<file path="src/rtl/deadlock_trace_sequencer.sv">
// deadlock_trace_sequencer
// Central sequencer for the per-process deadlock-detect units. It picks an
// origin process and injects the trace token. It then records the chain of
// token holders until the token comes back to the origin, and streams the
// recorded cycle out over a valid/ready port.
// Optional feature: define DEADLOCK_TRACE_TIMEOUT_EN to abort a trace after
// TIMEOUT consecutive cycles with no token holder.
module deadlock_trace_sequencer #(
   parameter int PROC_NUM = 4,
   parameter int ID_W     = 2,
   parameter int TIMEOUT  = 64
) (
   input  logic                            clock,
   input  logic                            reset,
   input  logic [PROC_NUM-1:0]             dl_detect_vec,
   input  logic [PROC_NUM-1:0]             token_hold_vec,
   output logic [PROC_NUM-1:0]             origin_vec,
   output logic                            token_clear,
   output logic                            dl_flag,
   input  logic                            rearm,
   output logic                            rpt_valid,
   input  logic                            rpt_ready,
   output logic [ID_W-1:0]                 rpt_proc_id,
   output logic                            rpt_last,
   output logic                            rpt_overflow,
   output logic [$clog2(PROC_NUM+1)-1:0]   trace_len
);

   localparam int CNT_W = $clog2(PROC_NUM + 1);
   localparam int IDX_W = (PROC_NUM > 1) ? $clog2(PROC_NUM) : 1;

   localparam logic [2:0] S_IDLE   = 3'd0;
   localparam logic [2:0] S_ORIGIN = 3'd1;
   localparam logic [2:0] S_TRACE  = 3'd2;
   localparam logic [2:0] S_REPORT = 3'd3;
   localparam logic [2:0] S_CLEAR  = 3'd4;
   localparam logic [2:0] S_HALT   = 3'd5;

   // Lowest set index of a request vector (priority to process 0).
   function automatic logic [ID_W-1:0] lowest_idx(input logic [PROC_NUM-1:0] v);
      lowest_idx = '0;
      for (int p = PROC_NUM - 1; p >= 0; p--) begin
         if (v[p]) lowest_idx = ID_W'(p);
      end
   endfunction

   logic [2:0]          state_q, state_d;
   logic [ID_W-1:0]     origin_id_q, origin_id_d;
   logic [PROC_NUM-1:0] origin_vec_q, origin_vec_d;
   logic [CNT_W-1:0]    count_q, count_d;
   logic [IDX_W-1:0]    rd_idx_q, rd_idx_d;
   logic                rpt_valid_q, rpt_valid_d;
   logic [ID_W-1:0]     rpt_id_q, rpt_id_d;
   logic                rpt_last_q, rpt_last_d;
   logic                overflow_q, overflow_d;
   logic                dl_flag_q, dl_flag_d;
   logic                tclr_q, tclr_d;
   logic                abort_q, abort_d;
   logic                close_now;

   logic [ID_W-1:0]     buf_q [PROC_NUM];
   logic                buf_we;
   logic [IDX_W-1:0]    buf_widx;
   logic [ID_W-1:0]     buf_wdata;

   logic [ID_W-1:0]     holder;
   logic [IDX_W-1:0]    last_idx;

   assign holder   = lowest_idx(token_hold_vec);
   assign last_idx = IDX_W'(count_q - CNT_W'(1));

`ifdef DEADLOCK_TRACE_TIMEOUT_EN
   localparam int TO_W = $clog2(TIMEOUT + 1);
   logic [TO_W-1:0]     to_cnt_q, to_cnt_d;
`else
   // Keeps TIMEOUT referenced in builds without the watchdog.
   logic unused_timeout;
   assign unused_timeout = (TIMEOUT > 0);
`endif

   // Next-state and output decode for the trace state machine.
   always_comb begin
      state_d      = state_q;
      origin_id_d  = origin_id_q;
      origin_vec_d = '0;
      count_d      = count_q;
      rd_idx_d     = rd_idx_q;
      rpt_valid_d  = rpt_valid_q;
      rpt_id_d     = rpt_id_q;
      rpt_last_d   = rpt_last_q;
      overflow_d   = overflow_q;
      dl_flag_d    = dl_flag_q;
      tclr_d       = tclr_q;
      abort_d      = abort_q;
      close_now    = 1'b0;
      buf_we       = 1'b0;
      buf_widx     = IDX_W'(count_q);
      buf_wdata    = holder;
`ifdef DEADLOCK_TRACE_TIMEOUT_EN
      to_cnt_d     = to_cnt_q;
`endif
      case (state_q)
         S_IDLE: begin
            if (dl_detect_vec != '0) begin
               origin_id_d  = lowest_idx(dl_detect_vec);
               origin_vec_d = PROC_NUM'(1) << lowest_idx(dl_detect_vec);
               state_d      = S_ORIGIN;
            end
         end
         S_ORIGIN: begin
            buf_we    = 1'b1;
            buf_widx  = '0;
            buf_wdata = origin_id_q;
            count_d   = CNT_W'(1);
            abort_d   = 1'b0;
            state_d   = S_TRACE;
`ifdef DEADLOCK_TRACE_TIMEOUT_EN
            to_cnt_d  = '0;
`endif
         end
         S_TRACE: begin
            if (token_hold_vec != '0) begin
`ifdef DEADLOCK_TRACE_TIMEOUT_EN
               to_cnt_d = '0;
`endif
               if (holder == origin_id_q || count_q == CNT_W'(PROC_NUM)) begin
                  // Loop closed (or buffer full): start streaming entry 0.
                  close_now   = (holder == origin_id_q);
                  overflow_d  = (holder != origin_id_q);
                  tclr_d      = 1'b1;
                  rd_idx_d    = '0;
                  rpt_valid_d = 1'b1;
                  rpt_id_d    = buf_q[0];
                  rpt_last_d  = (count_q == CNT_W'(1));
                  state_d     = S_REPORT;
               end else if (holder != buf_q[last_idx]) begin
                  buf_we  = 1'b1;
                  count_d = count_q + CNT_W'(1);
               end
            end
`ifdef DEADLOCK_TRACE_TIMEOUT_EN
            else if (to_cnt_q == TO_W'(TIMEOUT - 1)) begin
               to_cnt_d = '0;
               abort_d  = 1'b1;
               tclr_d   = 1'b1;
               state_d  = S_CLEAR;
            end else begin
               to_cnt_d = to_cnt_q + TO_W'(1);
            end
`endif
         end
         S_REPORT: begin
            if (rpt_valid_q && rpt_ready) begin
               if (rpt_last_q) begin
                  rpt_valid_d = 1'b0;
                  rpt_last_d  = 1'b0;
                  state_d     = S_CLEAR;
               end else begin
                  rd_idx_d   = rd_idx_q + IDX_W'(1);
                  rpt_id_d   = buf_q[rd_idx_q + IDX_W'(1)];
                  rpt_last_d = (CNT_W'(rd_idx_q) + CNT_W'(2) == count_q);
               end
            end
         end
         S_CLEAR: begin
            if (abort_q) begin
               abort_d = 1'b0;
               tclr_d  = 1'b0;
               state_d = S_IDLE;
            end else begin
               dl_flag_d = 1'b1;
               state_d   = S_HALT;
            end
         end
         S_HALT: begin
            if (rearm) begin
               dl_flag_d  = 1'b0;
               overflow_d = 1'b0;
               count_d    = '0;
               tclr_d     = 1'b0;
               state_d    = S_IDLE;
            end
         end
         default: state_d = S_IDLE;
      endcase
   end

   // State and output registers with synchronous reset.
   always_ff @(posedge clock) begin
      if (reset) begin
         state_q      <= S_IDLE;
         origin_id_q  <= '0;
         origin_vec_q <= '0;
         count_q      <= '0;
         rd_idx_q     <= '0;
         rpt_valid_q  <= 1'b0;
         rpt_id_q     <= '0;
         rpt_last_q   <= 1'b0;
         overflow_q   <= 1'b0;
         dl_flag_q    <= 1'b0;
         tclr_q       <= 1'b0;
         abort_q      <= 1'b0;
`ifdef DEADLOCK_TRACE_TIMEOUT_EN
         to_cnt_q     <= '0;
`endif
      end else begin
         state_q      <= state_d;
         origin_id_q  <= origin_id_d;
         origin_vec_q <= origin_vec_d;
         count_q      <= count_d;
         rd_idx_q     <= rd_idx_d;
         rpt_valid_q  <= rpt_valid_d;
         rpt_id_q     <= rpt_id_d;
         rpt_last_q   <= rpt_last_d;
         overflow_q   <= overflow_d;
         dl_flag_q    <= dl_flag_d;
         tclr_q       <= tclr_d;
         abort_q      <= abort_d;
`ifdef DEADLOCK_TRACE_TIMEOUT_EN
         to_cnt_q     <= to_cnt_d;
`endif
      end
   end

   // Trace buffer; contents are only meaningful below count_q, so no reset.
   always_ff @(posedge clock) begin
      if (buf_we) buf_q[buf_widx] <= buf_wdata;
   end

   assign origin_vec   = origin_vec_q;
   assign token_clear  = tclr_q | close_now;
   assign dl_flag      = dl_flag_q;
   assign rpt_valid    = rpt_valid_q;
   assign rpt_proc_id  = rpt_id_q;
   assign rpt_last     = rpt_last_q;
   assign rpt_overflow = overflow_q;
   assign trace_len    = count_q;

endmodule

</file>
<file path="config.mk">
export PLATFORM = sky130hd
export DESIGN_NAME = deadlock_trace_sequencer
export DESIGN_NICKNAME = d
export VERILOG_FILES = /design/src/rtl/deadlock_trace_sequencer.sv
export SDC_FILE = /design/constraint.sdc
export NUM_CORES = 1
export LEC_CHECK = 0
export ABC_AREA = 1
export CORE_MARGIN = 4
export CORE_UTILIZATION = 35
export CTS_BUF_LIST = sky130_fd_sc_hd__clkbuf_4 sky130_fd_sc_hd__clkbuf_8
export CTS_CLUSTER_SIZE = 14
export DETAILED_ROUTE_END_ITERATION = 10
export PLACE_DENSITY = 0.56
export SLEW_MARGIN = 5
export SYNTH_ARGS = -nofsm -noshare
export SYNTH_HDL_FRONTEND = slang
export SYNTH_SLANG_ARGS = --single-unit
</file>
<file path="constraint.sdc">
create_clock -name clock -period 5 [get_ports clock]
set_input_delay 0.75 -clock clock [delete_from_list [all_inputs] [get_ports clock]]
set_output_delay 0.75 -clock clock [all_outputs]
set_load 0.01 [all_outputs]
</file>
======== Word-level counts from Yosys, hierarchy flattened ========
Memory sizes are Yosys's and may differ from the RTL's.
Cells that the tools add are included.
storage, ports and cells
  word-level logic and storage cells ...... 119
  input bits .............................. 12
  output and inout port bits .............. 14
  memories ................................ 1
  RAM bits ................................ 8
  register bits after elaboration ......... 21
memories
  name   words  bits a word  rd ports  clocked after Yosys merged registers in  write ports  RTL line  source
  buf_q  4      2            3         0                                        1            61        logic [ID_W-1:0] buf_q [PROC_NUM];
cells by class
  shift operators ......................... 1
  add/subtract/negate cells ............... 4
  eq/ne operators ......................... 20
  muxes and demuxes ....................... 58
  reductions and logical operators ........ 20
  bitwise logic cells ..................... 4
operators by type and width
  kind                                             number
  two-way mux 2 bit                                20
  two-way mux 3 bit                                9
  AND reduction 5 bit                              4
  two-way mux 1 bit                                19
  != test 2 bit, second input constant             9
  case mux 3 bit (6 select lines)                  1
  case mux 1 bit (2 select lines)                  6
  == test 3 bit, second input constant             3
  case mux 3 bit (3 select lines)                  1
  case mux 2 bit (2 select lines)                  2
  AND reduction 4 bit                              2
  nonzero test 4 bit                               2
  == test 3 x 1 -> 1 bit, second input constant    2
  == test 3 x 2 -> 1 bit, second input constant    2
  AND reduction 6 bit                              1
  nonzero test 2 bit                               3
  nonzero test 3 bit                               2
  != test 2 bit                                    2
  AND reduction 2 bit                              2
  << shifter 1 x 2 -> 4 bit, first input constant  1
  adder 2 x 2 -> 3 bit, second input constant      1
  adder 3 x 1 -> 3 bit, second input constant      1
  == test 3 bit                                    1
  zero test 3 bit                                  1
  other kinds (8)                                  10

======== Depth between registers and ports, before layout ========
  depth after elaboration ................. 11
  depth in mapped cells ................... 15
  mapped depth without buffers ............ 15

======== Worst setup path before layout ========
OpenSTA, ideal clock, no wires.
  path kind ............................... input -> output
  start ................................... in token_hold_vec[2]
  end ..................................... out token_clear
  setup slack ............................. 2861 ps
  path buffers ............................ 0
  stages .................................. 6
  arrival ................................. 1389 ps
  cell sequence ........................... inv_1 -> nand3_1 -> inv_1 -> nor2_2 -> inv_1 -> o21bai_1
between the ends
  word-level cells in the longest chain between the ends .. 9
  elaborated cells between the ends (all ways) .. 10
  those cells by class .................... eq/ne: 1; mux: 6; bitwise: 1; reduce/logical: 2
ends and longest elaborated chain
  element                         RTL line  source
  start: declaration              16        input logic [PROC_NUM-1:0] token_hold_vec,
  two-way mux 2 bit (3 in a row)  43        if (v[p]) lowest_idx = ID_W'(p);
  == test 2 bit                   126, 128
  logical OR 1 bit                126       if (holder == origin_id_q || count_q == CNT_W'(PROC_NUM)) begin
  two-way mux 1 bit               126
  two-way mux 1 bit (*)           122       if (token_hold_vec != '0) begin
  two-way mux 1 bit (*)           102       case (state_q)
  bitwise OR 1 bit (*)            231       assign token_clear = tclr_q | close_now;
  end: declaration                18        output logic token_clear,
Every way passes the cells marked *; elsewhere a longest branch is shown, timed or not.

======== Final worst setup path ========
  start ................................... in token_hold_vec[0]
  end ..................................... out token_clear
between the ends
  word-level cells in the longest chain between the ends .. 7
  elaborated cells between the ends (all ways) .. 8
  those cells by class .................... eq/ne: 1; mux: 4; bitwise: 1; reduce/logical: 2
ends and longest elaborated chain
  element                RTL line
  two-way mux 2 bit      43
  == test 2 bit          126, 128
  logical OR 1 bit       126
  two-way mux 1 bit      126
  two-way mux 1 bit (*)  122
  two-way mux 1 bit (*)  102
  bitwise OR 1 bit (*)   231
Marked as above.

==> impl_results.rst <==
.. list-table::
   :header-rows: 1

   * - Metric
     - Value
   * - Run status
     - completed
   * - Setup slack, reg-to-reg
     - 2.26 ns
   * - Unique cell type count in the Yosys netlist
     - 31
   * - Number of search-and-repair iterations in the first detailed-routing pass
     - 4
   * - Number of instances in the synthesized netlist
     - 259
   * - Min Tclk post-route
     - 3.21 ns
   * - Most frequent cells after synthesis
     - 75 x sky130_fd_sc_hd__nand2_1, 40 x sky130_fd_sc_hd__inv_1, 27 x sky130_fd_sc_hd__nand3_1
   * - Hold buffer count at CTS
     - 0
   * - Post-synth top area share
     - 0.240
   * - Row cnt
     - 25
   * - Clk sinks
     - 29
   * - Most frequently used cell type in the post-synthesis netlist
     - sky130_fd_sc_hd__nand2_1
   * - XOR/XNOR share of the synthesized area
     - 0.0100
   * - Die outline width
     - 78.7 um
   * - Crit Path Class
     - input pin to output port
   * - Critical path cell sequence
     - clkdlybuf4s50_1 > nor2_1 > nand3_1 > inv_1 > nor2_2 > inv_1 > o21bai_1 > clkdlybuf4s50_1
   * - Total wirelength of the detailed-routed design
     - 4070 um
   * - Min-Delay Path Class
     - register to register
   * - Relative max-transition margin
     - 0.622
   * - Total Power
     - 1.11 mW
   * - Number of storage elements in the synthesis netlist
     - 29
   * - Final Hold Vio Count
     - 0
   * - Final weighted congestion in routability-driven placement
     - 0.833
   * - Nets
     - 303
   * - Post-CTS sizing
     - 0
   * - Port Buf Inserts
     - 25
   * - Total number of H-tree levels
     - 2
   * - Clock input transition at the sequential cells of the worst setup and hold paths
     - 0.06 ns
   * - Biggest area consumer among synthesized cells
     - sky130_fd_sc_hd__dfxtp_1
   * - Ports
     - 26
   * - Adder-cell share of the synthesized area
     - 0.0214
   * - Worst supply voltage drop on vdd
     - 229 uV
   * - Skew final
     - 0.00984 ns
   * - Worst setup SP type
     - input pin
   * - Number of setup violations in the final report
     - 0
   * - Overall die area
     - 6200 um2
   * - Overall fraction of global-route tracks in use
     - 0.139
   * - Delay of the slowest cell on the worst path
     - 0.56 ns
   * - Count of flip-flops with a built-in enable after synthesis
     - 8
   * - Register area share after synthesis
     - 0.377
   * - Antenna Diode Count
     - 0
   * - Synthesized net count
     - 274
   * - Number of buffers added by the clock tree synthesis step
     - 5
   * - Largest cells by area after synthesis
     - sky130_fd_sc_hd__dfxtp_1 24%, sky130_fd_sc_hd__nand2_1 16%, sky130_fd_sc_hd__edfxtp_1 14%, sky130_fd_sc_hd__inv_1 8.6%, sky130_fd_sc_hd__nand3_1 7.7%
   * - Cell Area, Synth
     - 1750 um2
   * - Placement-stage cell area
     - 2070 um2
   * - Post-synthesis compound-gate area fraction
     - 0.103
   * - Synth-to-layout area growth
     - 23.9%
   * - Skew-Pair Late Insertion Delay
     - 0.28 ns
   * - Fin. max-slew vios
     - 0
   * - Number of violations of the max-capacitance limit
     - 0
   * - Post-route core utilization
     - 0.453
   * - Actual transition at the worst max-transition pin
     - 0.562 ns
   * - Initial antenna violation count
     - 0
   * - Crit-path slowest cell
     - sky130_fd_sc_hd__clkdlybuf4s50_1
   * - Number of DRC violations after detailed routing
     - 0
   * - Layout cells sized above 1
     - 0.114
   * - Chip height
     - 78.7 um
   * - Grt total ovfl
     - 0
   * - DRC marker count from the first detailed-route iteration
     - 69
   * - Simple-gate area share of the yosys netlist
     - 0.381
   * - Wire length of the first global-routing pass
     - 6820 um
   * - Core ar.
     - 4790 um2
   * - CTS root buffer
     - sky130_fd_sc_hd__clkbuf_8
   * - Synthesized area per cell
     - 6.76 um2
   * - Post-DR wirelength/cell
     - 11.4 um
   * - Initial core utilization
     - 0.366
   * - Total via count in the routed design
     - 1655
   * - Post-DRT Antenna Nets
     - 0
   * - Pin count of the biggest net entering global routing
     - 15
   * - Arrival @ worst endpoint
     - 2.46 ns
   * - Setup repair after global routing missed its margin
     - no
   * - Half-perimeter wire length of the detailed placement result
     - 3260 um
   * - Critical path required time
     - 4.25 ns
   * - Final instance count without filler cells
     - 356
   * - Number of setup buffers added after CTS
     - 0
   * - Power density over the cells
     - 513 nW/um2
   * - Dominant register cell in the synthesized netlist
     - sky130_fd_sc_hd__dfxtp_1
   * - Leakage power figure
     - 0.991 nW
   * - Count of placed standard cells including taps
     - 348
   * - Vias per cell
     - 4.65
   * - Category of the worst setup path capture point
     - output port
   * - Worst Path Max Fanout
     - 4
   * - Vias in the first global route
     - 1518
   * - Combinational family with the most area after synthesis
     - simple AND/OR/NAND/NOR gates
   * - Share of flip-flops with an asynchronous set or reset after synthesis
     - 0
   * - Clk buf depth
     - 2
   * - YS warnings
     - 0
   * - Multiplexer share of the synthesized area
     - 0
   * - TritonCTS clock tree
     - built
   * - Final period util
     - 0.642
   * - TNS Setup
     - 0 ns
   * - Design Area, Final
     - 2170 um2
   * - Maximum clock frequency
     - 312 MHz
-- cell type report --
| cell class | instances | area [um2] |
|---|---|---|
| flip-flops and latches | 29 | 661 |
| repair buffers | 25 | 250 |
| well taps | 67 | 83.8 |
| multi-input cells | 181 | 902 |
| fillers | 508 | 2620 |
| inverters | 46 | 175 |
| clock buffers | 8 | 97.6 |
-- path summary, 6_finish.rpt --
path	from	end	cells past startpoint
max	token_hold_vec[0]	token_clear	8
min	rpt_overflow	rpt_overflow	2
max reg2reg	trace_len[0]	buf_q[0][0]	11
min reg2reg	rpt_overflow	rpt_overflow	2
-- metal layers --
layer	track usage	routed length [um]	vias to the layer above
met5	0	0	-
met4	0.0524	83	0
met3	0.0442	229	10
met2	0.223	1840	41
met1	0.175	1920	725
li1	-	-	879
-- placed cells by master (no fill, tap or decap) --
cell type | netlist | routed
sky130_fd_sc_hd__nor4_1 | 2 | 2
sky130_fd_sc_hd__a21oi_4 | 1 | 1
sky130_fd_sc_hd__o31ai_1 | 1 | 1
sky130_fd_sc_hd__xor2_1 | 1 | 1
sky130_fd_sc_hd__o21a_1 | 1 | 1
sky130_fd_sc_hd__nand2_1 | 75 | 75
sky130_fd_sc_hd__clkbuf_8 | 0 | 6
sky130_fd_sc_hd__a21oi_1 | 15 | 15
sky130_fd_sc_hd__nor2_4 | 4 | 4
sky130_fd_sc_hd__nand3_2 | 1 | 1
sky130_fd_sc_hd__clkdlybuf4s50_1 | 0 | 25
sky130_fd_sc_hd__or2_4 | 1 | 1
sky130_fd_sc_hd__o21ai_0 | 9 | 9
sky130_fd_sc_hd__nor3_1 | 2 | 2
sky130_fd_sc_hd__o211ai_1 | 1 | 1
sky130_fd_sc_hd__nor2_1 | 19 | 19
sky130_fd_sc_hd__o21bai_1 | 1 | 1
sky130_fd_sc_hd__ha_1 | 3 | 3
sky130_fd_sc_hd__inv_2 | 5 | 5
sky130_fd_sc_hd__o22ai_1 | 1 | 1
sky130_fd_sc_hd__nor2_2 | 3 | 3
sky130_fd_sc_hd__inv_1 | 40 | 40
sky130_fd_sc_hd__dfxtp_1 | 21 | 21
sky130_fd_sc_hd__inv_4 | 1 | 1
sky130_fd_sc_hd__xnor2_1 | 1 | 1
sky130_fd_sc_hd__nand4_1 | 2 | 2
sky130_fd_sc_hd__clkbuf_4 | 0 | 2
sky130_fd_sc_hd__nand3_1 | 27 | 27
sky130_fd_sc_hd__nand2_2 | 8 | 8
sky130_fd_sc_hd__nand2_4 | 1 | 1
sky130_fd_sc_hd__a211oi_1 | 1 | 1
sky130_fd_sc_hd__edfxtp_1 | 8 | 8
-- per-stage QoR --
step                setup WS [ns]  hold WS [ns]
floorplan                    2.86         0.437
global placement             1.79         0.453
detailed placement           1.80         0.455
CTS                          1.78         0.466
global route                 1.66         0.479
finish                       1.79         0.461
-- critical path: cells and delay by family --
| kind | cells | cell delay (ns) |
|---|---|---|
| and+or+nand+nor | 3 | 0.35 |
| buffers and inverters | 4 | 1.19 |
| AOI/OAI and AO/OA | 1 | 0.17 |
-- flip-flops by register name, summed over array words and instances (netlist names) --
| register | flops |
|---|---|
| buf_q | 8 |
| dl_flag | 1 |
| origin_id_q | 2 |
| origin_vec | 4 |
| rd_idx_q | 2 |
| rpt_last | 1 |
| rpt_overflow | 1 |
| rpt_proc_id | 2 |
| rpt_valid | 1 |
| state_q | 3 |
| tclr_q | 1 |
| trace_len | 3 |
-- power by group --
group | total, mW | internal [mW] | switching, mW
combinational | 0.547 | 0.207 | 0.340
sequential | 0.361 | 0.304 | 0.0573
clock | 0.205 | 0.123 | 0.0823
total | 1.11 | 0.633 | 0.480
-- cells by family after synthesis --
| logic type | count (synthesis) |
|---|---|
| AO/OA/AOI/OAI | 31 |
| XOR/XNOR | 2 |
| adder cells (fa/ha/maj) | 3 |
| buffers and inverters | 49 |
| flip-flops | 29 |
| AND/OR/NAND/NOR | 145 |
Note: power is estimated with default switching activity, not from simulation.
